**config.mk**
```make
export PLATFORM = sky130hd
export DESIGN_NAME = fetch_sequencer
export DESIGN_NICKNAME = d
export VERILOG_FILES = /design/src/rtl/fetch_sequencer.sv
export SDC_FILE = /design/constraint.sdc
export NUM_CORES = 1
export LEC_CHECK = 0
export ABC_AREA = 1
export ABC_CLOCK_PERIOD_IN_PS = 4310
export CAP_MARGIN = 20
export CORE_MARGIN = 1
export CORE_UTILIZATION = 31
export CTS_CLUSTER_DIAMETER = 50
export DETAILED_ROUTE_END_ITERATION = 6
export HOLD_SLACK_MARGIN = 0.08
export SYNTH_ARGS = -nofsm -noshare
export SYNTH_HDL_FRONTEND = slang
export SYNTH_SLANG_ARGS = --single-unit
```
**constraint.sdc**
```tcl
create_clock -name clock -period 4.31 [get_ports clock]
set_input_delay 0.431 -clock clock [delete_from_list [all_inputs] [get_ports clock]]
set_output_delay 0.431 -clock clock [all_outputs]
set_load 0.03 [all_outputs]
```
**src/rtl/fetch_sequencer.sv**
```systemverilog
`default_nettype none
`timescale 1ns/1ps
// ============================================================================
//  Module      : fetch_sequencer
//  Description : Control FSM for instruction fetch and PC update in the 8-bit
//                core. It drives the PC controls and the instruction-memory
//                handshake, latches the opcode and operand, resolves jumps,
//                and hands one instruction at a time to the execute stage.
//  Revision    : 1.0  initial release
// ============================================================================
module fetch_sequencer #(
    parameter int ADDR_W  = 8,
    parameter int TIMEOUT = 16
) (
    input  logic              clock,
    input  logic              reset,
    input  logic              run,
    input  logic [ADDR_W-1:0] pc_value,
    output logic              pc_reset,
    output logic              pc_load,
    output logic              pc_inc,
    output logic [ADDR_W-1:0] pc_target,
    output logic              mem_req,
    output logic [ADDR_W-1:0] mem_addr,
    input  logic              mem_ack,
    input  logic [7:0]        mem_rdata,
    output logic [7:0]        ir,
    output logic [7:0]        operand,
    output logic              exec_start,
    input  logic              exec_done,
    input  logic              flag_z,
    input  logic              flag_c,
    output logic              halted,
    output logic              fault
);

    // ------------------------------------------------------------------------
    // Constants
    // ------------------------------------------------------------------------
    // The wait counter only has to reach TIMEOUT-1: the cycle in which it sits
    // at that value without an ack is the TIMEOUT-th wait cycle.
    localparam int                 c_CNT_W      = (TIMEOUT > 1) ? $clog2(TIMEOUT) : 1;
    localparam bit                 c_TIMEOUT_EN = (TIMEOUT > 0);
    localparam logic [c_CNT_W-1:0] c_WAIT_LAST  = c_CNT_W'((TIMEOUT > 0) ? (TIMEOUT - 1) : 0);

    localparam logic [3:0] c_ST_PCRST   = 4'd0;
    localparam logic [3:0] c_ST_IDLE    = 4'd1;
    localparam logic [3:0] c_ST_FETCH   = 4'd2;
    localparam logic [3:0] c_ST_DECODE  = 4'd3;
    localparam logic [3:0] c_ST_OPFETCH = 4'd4;
    localparam logic [3:0] c_ST_OPNEXT  = 4'd5;
    localparam logic [3:0] c_ST_EXEC    = 4'd6;   // exec_start cycle
    localparam logic [3:0] c_ST_EXWAIT  = 4'd7;   // waiting for exec_done
    localparam logic [3:0] c_ST_HALT    = 4'd8;
    localparam logic [3:0] c_ST_FAULT   = 4'd9;

    localparam logic [1:0] c_CLS_EXEC = 2'b00;
    localparam logic [1:0] c_CLS_IMM  = 2'b01;
    localparam logic [1:0] c_CLS_JUMP = 2'b10;
    localparam logic [1:0] c_CLS_MISC = 2'b11;
    localparam logic [7:0] c_OP_HLT   = 8'hFF;

    // ------------------------------------------------------------------------
    // Registers and wires
    // ------------------------------------------------------------------------
    logic [3:0]         r_state;
    logic [3:0]         w_next_state;
    logic               r_started;     // low for the first cycle after reset
    logic [7:0]         r_ir;
    logic [7:0]         r_operand;
    logic [ADDR_W-1:0]  r_pc_target;
    logic [c_CNT_W-1:0] r_wait_cnt;

    logic [1:0]         w_class;
    logic               w_is_halt;
    logic               w_jump_take;
    logic               w_timeout;
    logic               w_in_memwait;
    logic [3:0]         w_boundary;

    assign w_class      = r_ir[7:6];
    assign w_is_halt    = (r_ir == c_OP_HLT);
    assign w_in_memwait = (r_state == c_ST_FETCH) || (r_state == c_ST_OPFETCH);
    assign w_timeout    = c_TIMEOUT_EN && (r_wait_cnt == c_WAIT_LAST);
    assign w_boundary   = run ? c_ST_FETCH : c_ST_IDLE;

    // Jump condition selected by the low opcode bits, using the live flags
    always_comb begin
        w_jump_take = 1'b0;
        case (r_ir[1:0])
            2'b00:   w_jump_take = 1'b1;
            2'b01:   w_jump_take = flag_z;
            2'b10:   w_jump_take = flag_c;
            default: w_jump_take = !flag_z;
        endcase
    end

    // ------------------------------------------------------------------------
    // State register
    // ------------------------------------------------------------------------
    // Hold the FSM state; reset aborts whatever is in flight
    always_ff @(posedge clock or posedge reset) begin
        if (reset) begin
            r_state <= c_ST_PCRST;
        end else begin
            r_state <= w_next_state;
        end
    end

    // Delay the PC clear by one edge so that every output is 0 while reset is
    // held and pc_reset is a full clock cycle after reset is released
    always_ff @(posedge clock or posedge reset) begin
        if (reset) begin
            r_started <= 1'b0;
        end else begin
            r_started <= 1'b1;
        end
    end

    // ------------------------------------------------------------------------
    // Next-state logic
    // ------------------------------------------------------------------------
    // Sequence fetch, decode, operand fetch, PC update and execute handoff
    always_comb begin
        w_next_state = r_state;
        case (r_state)
            c_ST_PCRST: begin
                if (r_started) begin
                    w_next_state = c_ST_IDLE;
                end
            end
            c_ST_IDLE: begin
                if (run) begin
                    w_next_state = c_ST_FETCH;
                end
            end
            c_ST_FETCH: begin
                // An ack in the final wait cycle takes priority over the timeout
                if (mem_ack) begin
                    w_next_state = c_ST_DECODE;
                end else if (w_timeout) begin
                    w_next_state = c_ST_FAULT;
                end
            end
            c_ST_DECODE: begin
                case (w_class)
                    c_CLS_EXEC: w_next_state = c_ST_EXEC;
                    c_CLS_IMM,
                    c_CLS_JUMP: w_next_state = c_ST_OPFETCH;
                    default:    w_next_state = w_is_halt ? c_ST_HALT : w_boundary;
                endcase
            end
            c_ST_OPFETCH: begin
                if (mem_ack) begin
                    w_next_state = c_ST_OPNEXT;
                end else if (w_timeout) begin
                    w_next_state = c_ST_FAULT;
                end
            end
            c_ST_OPNEXT: begin
                w_next_state = (w_class == c_CLS_IMM) ? c_ST_EXEC : w_boundary;
            end
            c_ST_EXEC: begin
                // exec_done is not looked at in the start cycle itself
                w_next_state = c_ST_EXWAIT;
            end
            c_ST_EXWAIT: begin
                if (exec_done) begin
                    w_next_state = w_boundary;
                end
            end
            c_ST_HALT:  w_next_state = c_ST_HALT;
            c_ST_FAULT: w_next_state = c_ST_FAULT;
            default:    w_next_state = c_ST_PCRST;
        endcase
    end

    // ------------------------------------------------------------------------
    // Output decode
    // ------------------------------------------------------------------------
    // Decode control outputs from the registered state; the only input term is
    // the jump condition, which picks pc_load versus pc_inc in OPNEXT
    always_comb begin
        pc_reset   = (r_state == c_ST_PCRST) && r_started;
        pc_load    = 1'b0;
        pc_inc     = 1'b0;
        mem_req    = w_in_memwait;
        exec_start = (r_state == c_ST_EXEC);
        halted     = (r_state == c_ST_HALT);
        fault      = (r_state == c_ST_FAULT);
        if (r_state == c_ST_DECODE) begin
            pc_inc = 1'b1;
        end else if (r_state == c_ST_OPNEXT) begin
            if ((w_class == c_CLS_JUMP) && w_jump_take) begin
                pc_load = 1'b1;
            end else begin
                pc_inc = 1'b1;
            end
        end
    end

    // The address bus is forced to 0 whenever no read is requested, which keeps
    // every output at 0 during reset regardless of the external PC
    assign mem_addr  = mem_req ? pc_value : '0;
    assign pc_target = r_pc_target;
    assign ir        = r_ir;
    assign operand   = r_operand;

    // ------------------------------------------------------------------------
    // Datapath latches
    // ------------------------------------------------------------------------
    // Capture opcode in FETCH and operand/jump target in OPFETCH on mem_ack
    always_ff @(posedge clock or posedge reset) begin
        if (reset) begin
            r_ir        <= 8'h00;
            r_operand   <= 8'h00;
            r_pc_target <= '0;
        end else begin
            if ((r_state == c_ST_FETCH) && mem_ack) begin
                r_ir <= mem_rdata;
            end
            if ((r_state == c_ST_OPFETCH) && mem_ack) begin
                r_operand   <= mem_rdata;
                r_pc_target <= ADDR_W'(mem_rdata);
            end
        end
    end

    // Count unacknowledged request cycles; any other cycle clears the count,
    // so it always starts from 0 on entry to FETCH or OPFETCH
    always_ff @(posedge clock or posedge reset) begin
        if (reset) begin
            r_wait_cnt <= '0;
        end else if (w_in_memwait && !mem_ack) begin
            r_wait_cnt <= r_wait_cnt + 1'b1;
        end else begin
            r_wait_cnt <= '0;
        end
    end

endmodule
`default_nettype wire
```
Word level (Yosys, flattened, before mapping)

Cells that the tools add are included.

Magnitude comparators: 0
Div/mod/pow operators: 0
Multiplexer cells: 20
Reductions and logical operators: 13
$mul: 0
Equality and inequality tests: 18
Add/subtract/negate cells: 1
Bitwise logic cells: 0
Shifts and indexed selects: 0

Operators by type and width:

| operator                                                              | count |
|---|---|
| 4-bit case mux with 10 select lines                                   | 1 |
| 4-bit 2-to-1 mux                                                      | 8 |
| 4-bit by 3-bit equality test with 1-bit output, second input constant | 4 |
| 4-bit equality test, second input constant                            | 3 |
| 4-bit by 2-bit equality test with 1-bit output, second input constant | 2 |
| 8-bit equality test, second input constant                            | 1 |
| 8-bit 2-to-1 mux                                                      | 1 |
| 4-bit case mux with 2 select lines                                    | 1 |
| 1-bit 2-to-1 mux                                                      | 6 |
| 2-bit inequality test, second input constant                          | 3 |
| 1-bit logical AND                                                     | 5 |
| 4-bit by 1-bit adder with 4-bit output, second input constant         | 1 |
| 2-bit by 1-bit equality test with 1-bit output, second input constant | 2 |
| 2-bit equality test, second input constant                            | 2 |
| 4-bit by 1-bit equality test with 1-bit output, second input constant | 1 |
| 2-bit zero test                                                       | 2 |
| 4-bit zero test                                                       | 1 |
| 3-bit 2-to-1 mux                                                      | 1 |
| 1-bit case mux with 3 select lines                                    | 1 |
| 3-bit AND reduction                                                   | 1 |
| 1-bit zero test                                                       | 2 |
| 2-bit 2-to-1 mux                                                      | 1 |
| 2-bit OR reduction                                                    | 1 |
| 1-bit logical OR                                                      | 1 |

Latch bits: 0
Memories: 0
Bits in writable memories: 0
Memory bits (read-only): 0
Flip-flop bits (word level): 25
Output and inout bits: 39

Logic depth before layout (Yosys ltp)

Gate-level depths: netlist of the first run.

Depth in word-level cells: 6
Mapped depth: 10

Worst setup path before layout of the first run

No wires, ideal clock.

Kind: register -> output
Start: register r_state[3]
End: output port mem_addr[0]
Arrival time: 1.615 ns
Stages on the path, launching flop included: 6
Data required time: 3.879 ns
Path slack: 2.264 ns
Cell sequence: dfrtp_1 nor2_2 nand2_2 nand2_1 inv_1 nor2_1

Longest elaborated chain between the ends: 3

Ends and longest elaborated chain:

| element                                                                                                          | line | text |
|---|---|---|
| start, declared                                                                                                  | 66   | `logic [3:0] r_state;` |
| start signal, assigned                                                                                           | 104  | `r_state <= c_ST_PCRST;` |
| start signal, assigned                                                                                           | 106  | `r_state <= w_next_state;` |
| 4-bit by 2-bit equality test with 1-bit output or 4-bit by 3-bit equality test with 1-bit output (tied branches) | 83   | `assign w_in_memwait = (r_state == c_ST_FETCH) \|\| (r_state == c_ST_OPFETCH);` |
| 1-bit logical OR (*)                                                                                             | 83   |  |
| net mem_req                                                                                                      | 23   | `output logic mem_req,` |
| 8-bit 2-to-1 mux (*)                                                                                             | 204  | `assign mem_addr = mem_req ? pc_value : '0;` |
| end, declared                                                                                                    | 24   | `output logic [ADDR_W-1:0] mem_addr,` |

Mark *: on every way through the listed nets, which the timed path passes. The rest lies on a longest branch.

Worst setup path in the final report of the first run

Start: register r_state[3]
End: output port mem_addr[3]

Longest elaborated chain between the ends: 3

Ends and longest elaborated chain:

| element                                                                                                          | line |
|---|---|
| 4-bit by 2-bit equality test with 1-bit output or 4-bit by 3-bit equality test with 1-bit output (tied branches) | 83 |
| 1-bit logical OR (*)                                                                                             | 83 |
| 8-bit 2-to-1 mux (*)                                                                                             | 204 |

Every way passes the cells marked *; elsewhere a longest branch is shown, timed or not.

==> results of run 1 <==
-- state kept, by name, summed over array words and instances, names as in the netlist --
name / cells
ir: 8
pc_target: 8
r_state: 4
r_wait_cnt: 4
r_started: 1
-- final timing paths --
kind                       slack (ns)          start  cells past startpoint            end
setup / recovery                 1.69     r_state[3]                      6    mem_addr[3]
hold / removal                   0.47  r_wait_cnt[0]                      1  r_wait_cnt[0]
setup reg to reg                 2.79     r_state[3]                      4          ir[5]
hold reg to reg                  0.47  r_wait_cnt[0]                      1  r_wait_cnt[0]
max in group asynchronous        3.38          reset                      3     r_state[3]
min in group asynchronous        0.48          reset                      2          ir[2]
-- power by group --
part           switching, mW  leakage, nW  internal [mW]
clock network         0.0768       0.0217         0.0656
logic                  0.540        0.705          0.395
registers             0.0824        0.315          0.325
total                  0.699         1.04          0.785
-- layout make-up --
type,instances,share of cell area
inverters,30,0.0527
well taps,52,0.0304
repair buffers,62,0.299
multi-input cells,114,0.303
flip-flops and latches,25,0.293
clock buffers,3,0.0193
clock inverters,1,0.00351
-- synthesized netlist by cell type --
library cell	count
inv_2	2
conb_1	1
xor2_1	1
buf_6	1
nor3_1	1
nand4_1	1
nor4_1	1
buf_4	8
nand3_1	15
dfrtp_1	25
mux2_1	2
nor2_2	2
ha_1	1
nor2_4	2
nand2_2	2
xnor2_1	1
a31oi_1	1
nand2_4	1
o22ai_1	1
a21oi_1	4
mux2_2	2
nand2_1	35
mux2_4	8
inv_1	28
o21ai_0	7
nor2_1	24
o31ai_1	1
-- layout by cell type (no fill, tap or decap), types with 3 or more instances in the layout --
cell / instances
clkdlybuf4s50_1: 61
nand2_1: 35
inv_1: 28
dfrtp_1: 25
nor2_1: 24
nand3_1: 15
mux2_4: 8
o21ai_0: 7
a21oi_1: 4
clkbuf_8: 3
-- metal layers --
metal  track usage  wire, um  vias up
li1              -         -      666
met1         0.189      1580      564
met2         0.233      1550       36
met3        0.0342       169        2
met4        0.0489        29        0
met5             0         0        -
-- logic make-up (layout without fill, tap and decap cells) --
family / count (synthesis) / in the layout / synth area share
AND/OR/NAND/NOR: 84 / 84 / 0.256
buffers and inverters: 39 / 96 / 0.126
flip-flops: 25 / 25 / 0.430
AO/OA/AOI/OAI: 14 / 14 / 0.0516
multiplexers: 12 / 12 / 0.113
XOR/XNOR: 2 / 2 / 0.0120
adder cells (fa/ha/maj): 1 / 1 / 0.00859
other: 1 / 1 / 0.00257
==> summary by stage, run 1 <==
Worst setup path
The largest single stage delay on the critical path is 0.68 ns. The buffers plus inverters on the worst setup path is 2. STA classifies the critical path endpoint as an output pin. STA classifies the critical path startpoint as a flop. The category of cells accounting for the largest share of critical-path delay is buffers and inverters.

On the critical path, the stage with the largest delay is an instance of clkdlybuf4s50_1. At the worst endpoint, the arrival time is 2.19 ns. In this run the worst path has a maximum fanout of 8. The type of the setup path with the least slack is reg -> out.

Traced cell by cell, the critical path runs through nor2_2, nand2_2, nand2_1, inv_1, nor2_1, clkdlybuf4s50_1. At the worst endpoint, the required time is 3.88 ns.

Routing
The post-detailed-routing wire length is 3.33 mm. The number of iterations in the first detailed-routing pass is 6. The final routed wire length divided by cell count is 11.6 um.

In the routed design, unresolved DRC markers number 8. The detailed router finished its first iteration with 89 violations. The per-cell via count in the routed design is 4.42. The residual antenna-violating net count after detailed routing is 0. The via count is 1,268.

Pwr
The peak ir drop on the vdd network is 0.000293 V. The power density normalized to cell area is 695 nW/um^2. Total power for the finished layout comes to 1.48 mW. The analysis attributes to cell leakage a power of 1.04 nW.

STA
The final cycle utilization of the critical path is 0.609. The max-slew violation count is 0. Setup repair after global routing left no endpoint under its margin. Subtracting the final worst setup slack from the clock period gives 2.62 ns. At the pin with the least slew margin, the transition time is 0.500 ns. The worst clock skew is 0.00555 ns.

The number of hold-slack violations in the final timing report is 0. The final sum of negative setup slack is 0 ns. The final worst setup slack is 1.69 ns. Headroom to the max-slew limit came out at 0.666. The setup-violating endpoint count in the final report is 0.

The worst hold-check slack is 0.473 ns. The upper clock frequency limit is 0.381 GHz.

Floorplan
The region available for standard cell placement spans 4440 sq um. The initial standard-cell utilization of the core is 0.328. The y dimension of the die is 70.5 um. The row count is 24. The die area is 4980 sq um.

The number of primary I/O pins is 62. The horizontal die dimension is 70.5 um.

Place
The minimum setup slack after placement is 1.89 ns. The number of cells after detailed placement is 282. The post-placement cell area is 2060 sq um. The count of buffers inserted at the top-level ports is 61.

The final RePlAce weighted congestion is 0.798. The post-detailed-placement half-perimeter wirelength is 2.57 mm.

Clock tree
The CTS root buffer is clkbuf_8. The clock transition time at the flip-flop clock pins of the worst setup and hold paths is 0.09 ns. The deepest level of the CTS H-tree is 1. TritonCTS created 3 clock buffers. TritonCTS built the clock tree. The buffer depth of the longest clock path is 2.

The clock insertion delay at the later pin of the skew report is 0.27 ns. The post-CTS resize count is 0. The number of setup buffers added after CTS is 0.

Buffers inserted to repair hold after CTS numbered 0. The TritonCTS sink count is 25.

GRT
Across every metal layer, demand over resource in global routing totals 0.143. The first global-routing pass estimated 5.60 mm of wire. Summed over all layers, the global routing overflow is 0. The via count of the first global-routing pass is 1,204. Entering global routing, the biggest net connects 26 pins. The number of antenna violations at the first check in global routing is 0.

Cells and area
The finished layout holds 287 standard cells, fillers aside. In the final layout, the share of cells above drive strength 1 is 0.102. With fillers left out, the area of the finished cells amounts to 2140 sq um. The multi-input combinational cell area is 647 sq um. Fill cells in the final layout number 431. The area growth from synthesis to layout is 46.7%.

The storage element area is 626 sq um. The core occupancy in the finished layout is 0.481. The number of inserted diodes is 0. After the last flow step, the layout net total stands at 260.

Synth
Summing every instance area after synthesis gives 1460 sq um. The top cell type by total area after synthesis is dfrtp_1. Yosys mapped the design onto 27 distinct sky130hd cell types. The total of flip-flops plus latches after synthesis is 25. Of the synthesized area, sequential elements account for 0.430. After technology mapping, the gate count stands at 178. Of the post-synthesis cell area, the dominant cell type holds 0.430. Synthesis produced a netlist with a net count of 202. The synthesis warning total is 0. By area the synthesized netlist is led by dfrtp_1 (43%), nand2_1 (9.0%), mux2_4 (8.2%). Averaged over all synthesized cells, the footprint is 8.18 sq um.

Min path
The class of the tightest hold or removal check is reg -> reg.

Status
The checks that failed: DRC. The run finished, with violations left.

Job
The number of max-cap violations is 0.
No activity file was read; power rests on OpenSTA's default activity.
==> inputs of run 2 (changes only) <==
--- a/config.mk
+++ b/config.mk
@@ -6,7 +6,7 @@
 export NUM_CORES = 1
 export LEC_CHECK = 0
 export ABC_AREA = 1
-export ABC_CLOCK_PERIOD_IN_PS = 4310
+export ABC_CLOCK_PERIOD_IN_PS = 2400
 export CAP_MARGIN = 20
 export CORE_MARGIN = 1
 export CORE_UTILIZATION = 31
==> constraint.sdc (replaced) <==
create_clock -name clock -period 2.4 [get_ports clock]
set_input_delay 0.24 -clock clock [delete_from_list [all_inputs] [get_ports clock]]
set_output_delay 0.24 -clock clock [all_outputs]
set_load 0.03 [all_outputs]
==> summary by stage, run 2 (synthesized netlist as in run 1, its figures left out) <==
Routing
The via count is 1,291. In the final routed layout, each cell accounts on average for 11.4 um. Wires add up to 3.28 mm. The detail route stage leaves a number of antenna-violating nets equal to 0. Dividing the detail-routed via count by the number of cells gives 4.50. After the first detailed-routing iteration, the DRC count stood at 65.

The number of iterations in the first detailed-routing pass is 6. The residual DRC count is 8.

GRT
The number of antenna violations at the first check in global routing is 0. The maximum number of pins on one net before global-route repair is 26. The via count of the first global-routing pass is 1,217. The met1 usage is 0.173. In the global route stage, met3 resource usage came out at 0.0484. In the global route stage, overall resource usage came out at 0.139.

The busiest metal layer after global routing is met2. The first global-routing pass estimated 5.40 mm of wire. In the global route stage, met2 resource usage came out at 0.220.

The total overflow left after global routing is 0.

STA
The upper clock frequency limit is 0.452 GHz. After layout, the minimum clock period comes to 2.21 ns. Setup repair after global routing left no endpoint under its margin.

The final cycle utilization of the critical path is 0.923. The number of hold-slack violations in the final timing report is 0. The worst clock skew is 0.00304 ns.

Setup violations remaining at the end of the flow were counted as 0. The max-slew violation count is 0. The final sum of negative setup slack is 0 ns.

Place
The wire-length estimate of the detail-placed layout is 2.57 mm. Routability-driven placement finished with a final weighted congestion of 0.881. The count of buffers inserted at the top-level ports is 61.

Pwr
The leakage power is 1.08 nW. The power density normalized to cell area is 1250 nW/um^2. The peak ir drop on the vdd network is 0.000589 V.

Clock tree
TritonCTS built the clock tree. The root buffer cell chosen for the clock tree is clkbuf_8. In this run the number of H-tree levels came out at 1. The later pin in the worst-skew pair is clocked with a latency of 0.27 ns. Clock-pin slew was measured on the worst setup and hold paths at 0.09 ns.

The number of setup buffers added after CTS is 0. The number of buffers created by CTS is 3. The longest clock path from root to sink contains 2 buffers. The clock drives 25 sinks.

Floorplan
In this run the standard cell core region covers 4440 sq um. The number of primary I/O pins is 62. Row generation in the floorplan step produced 24 rows.

The horizontal die dimension is 70.5 um. The die is 70.5 um tall. The die covers 4980 sq um. The initial standard-cell utilization of the core is 0.328.

Worst setup path
The setup path with the least slack is of type reg -> out. The stage delay of the slowest cell on the critical path is 0.68 ns. The worst setup path is captured at an output pin. Of all nets on the critical path, the largest fanout is 6. Among all stages on the critical path, the largest delay is contributed by clkdlybuf4s50_1. The category of cells accounting for the largest share of critical-path delay is buffers and inverters. The critical path contains buffers and inverters numbering 2 combined. The worst setup path is launched from a flop. The worst endpoint data arrival time is 1.97 ns.

Walking the worst path, the cells encountered are inv_1, nor2_2, nand2_1, nor2_1, clkdlybuf4s50_1. At the worst endpoint, the required time is 2.16 ns.

Cells and area
The layout cell share with drive strength beyond 1 is 0.106. From synthesis to final layout, the design area changed by 45.1%. Leaving out fill and tap cells, the most frequent cells in the layout are clkdlybuf4s50_1 (53), nand2_1 (35), inv_1 (28). The repair_antennas step left the layout with diodes totalling 0. Leaving out fill and tap cells, the most frequent cell in the layout is clkdlybuf4s50_1. The core occupancy in the finished layout is 0.476.

The count of nets after finishing is 260.

Job
The tool flagged a number of max-cap violations equal to 0.

Min path
The class of the tightest hold or removal check is in -> async.

Status
The checks that failed: DRC. The run finished, with violations left.
[run 2: worst reg2reg max path: stages, from the launching register on]
cell and delay (ns):
dfrtp_1 0.45, inv_1 0.09, nor2_2 0.15, nand2_2 0.09
nor2_4 0.26, mux2_2 0.38
[run 2: repair_timing]
action                                  4_1_cts  5_1_grt
endpoints found under the setup margin        7        2
gates resized for setup                       7        2
hold buffers                                  0        0
[run 2: area by class of cell]
cell class	instances	area, sq um
clock inverters	1	7.51
flip-flops and latches	25	626
inverters	30	113
fillers	445	2330
multi-input cells	114	649
repair buffers	62	612
clock buffers	3	41.3
well taps	52	65.1
[run 2: metal layers]
| metal | vias to the layer above | share of wire |
|---|---|---|
| li1 | 662 | - |
| met1 | 580 | 0.47 |
| met2 | 43 | 0.45 |
| met3 | 6 | 0.066 |
| met4 | 0 | 0.016 |
| met5 | - | 0 |
[run 2: where the power goes]
group	internal (mW)	switching, mW	total [mW]
combinational	0.685	0.964	1.65
clock	0.118	0.137	0.255
sequential	0.583	0.148	0.732
[run 2: path summary, 6_finish.rpt]
path,from,end,slack (ns),depth (start not counted)
setup / recovery,r_state[0],pc_load,0.19,5
hold reg to reg,r_wait_cnt[0],r_wait_cnt[0],0.46,1
setup reg to reg,r_state[1],ir[5],0.87,5
min in group clock,r_wait_cnt[0],r_wait_cnt[0],0.46,1
hold / removal,reset,pc_target[3],0.31,3
max in group asynchronous,reset,ir[6],1.84,3
[run 2: metrics by stage]
step / hold slack (ns) / instance area [sq um] / worst slack [ns] / power [mW] / instances
2_1_floorplan: 0.267 / 1460 / 0.545 / 1.85 / 178
3_3_place_gp: 0.456 / 2070 / 0.353 / 2.41 / 283
3_5_place_dp: 0.456 / 2070 / 0.286 / 2.42 / 283
4_1_cts: 0.321 / 2110 / 0.000488 / 2.66 / 287
5_1_grt: 0.326 / 2110 / 0.0682 / 2.82 / 287
6_report: 0.312 / 2110 / 0.186 / 2.64 / 287
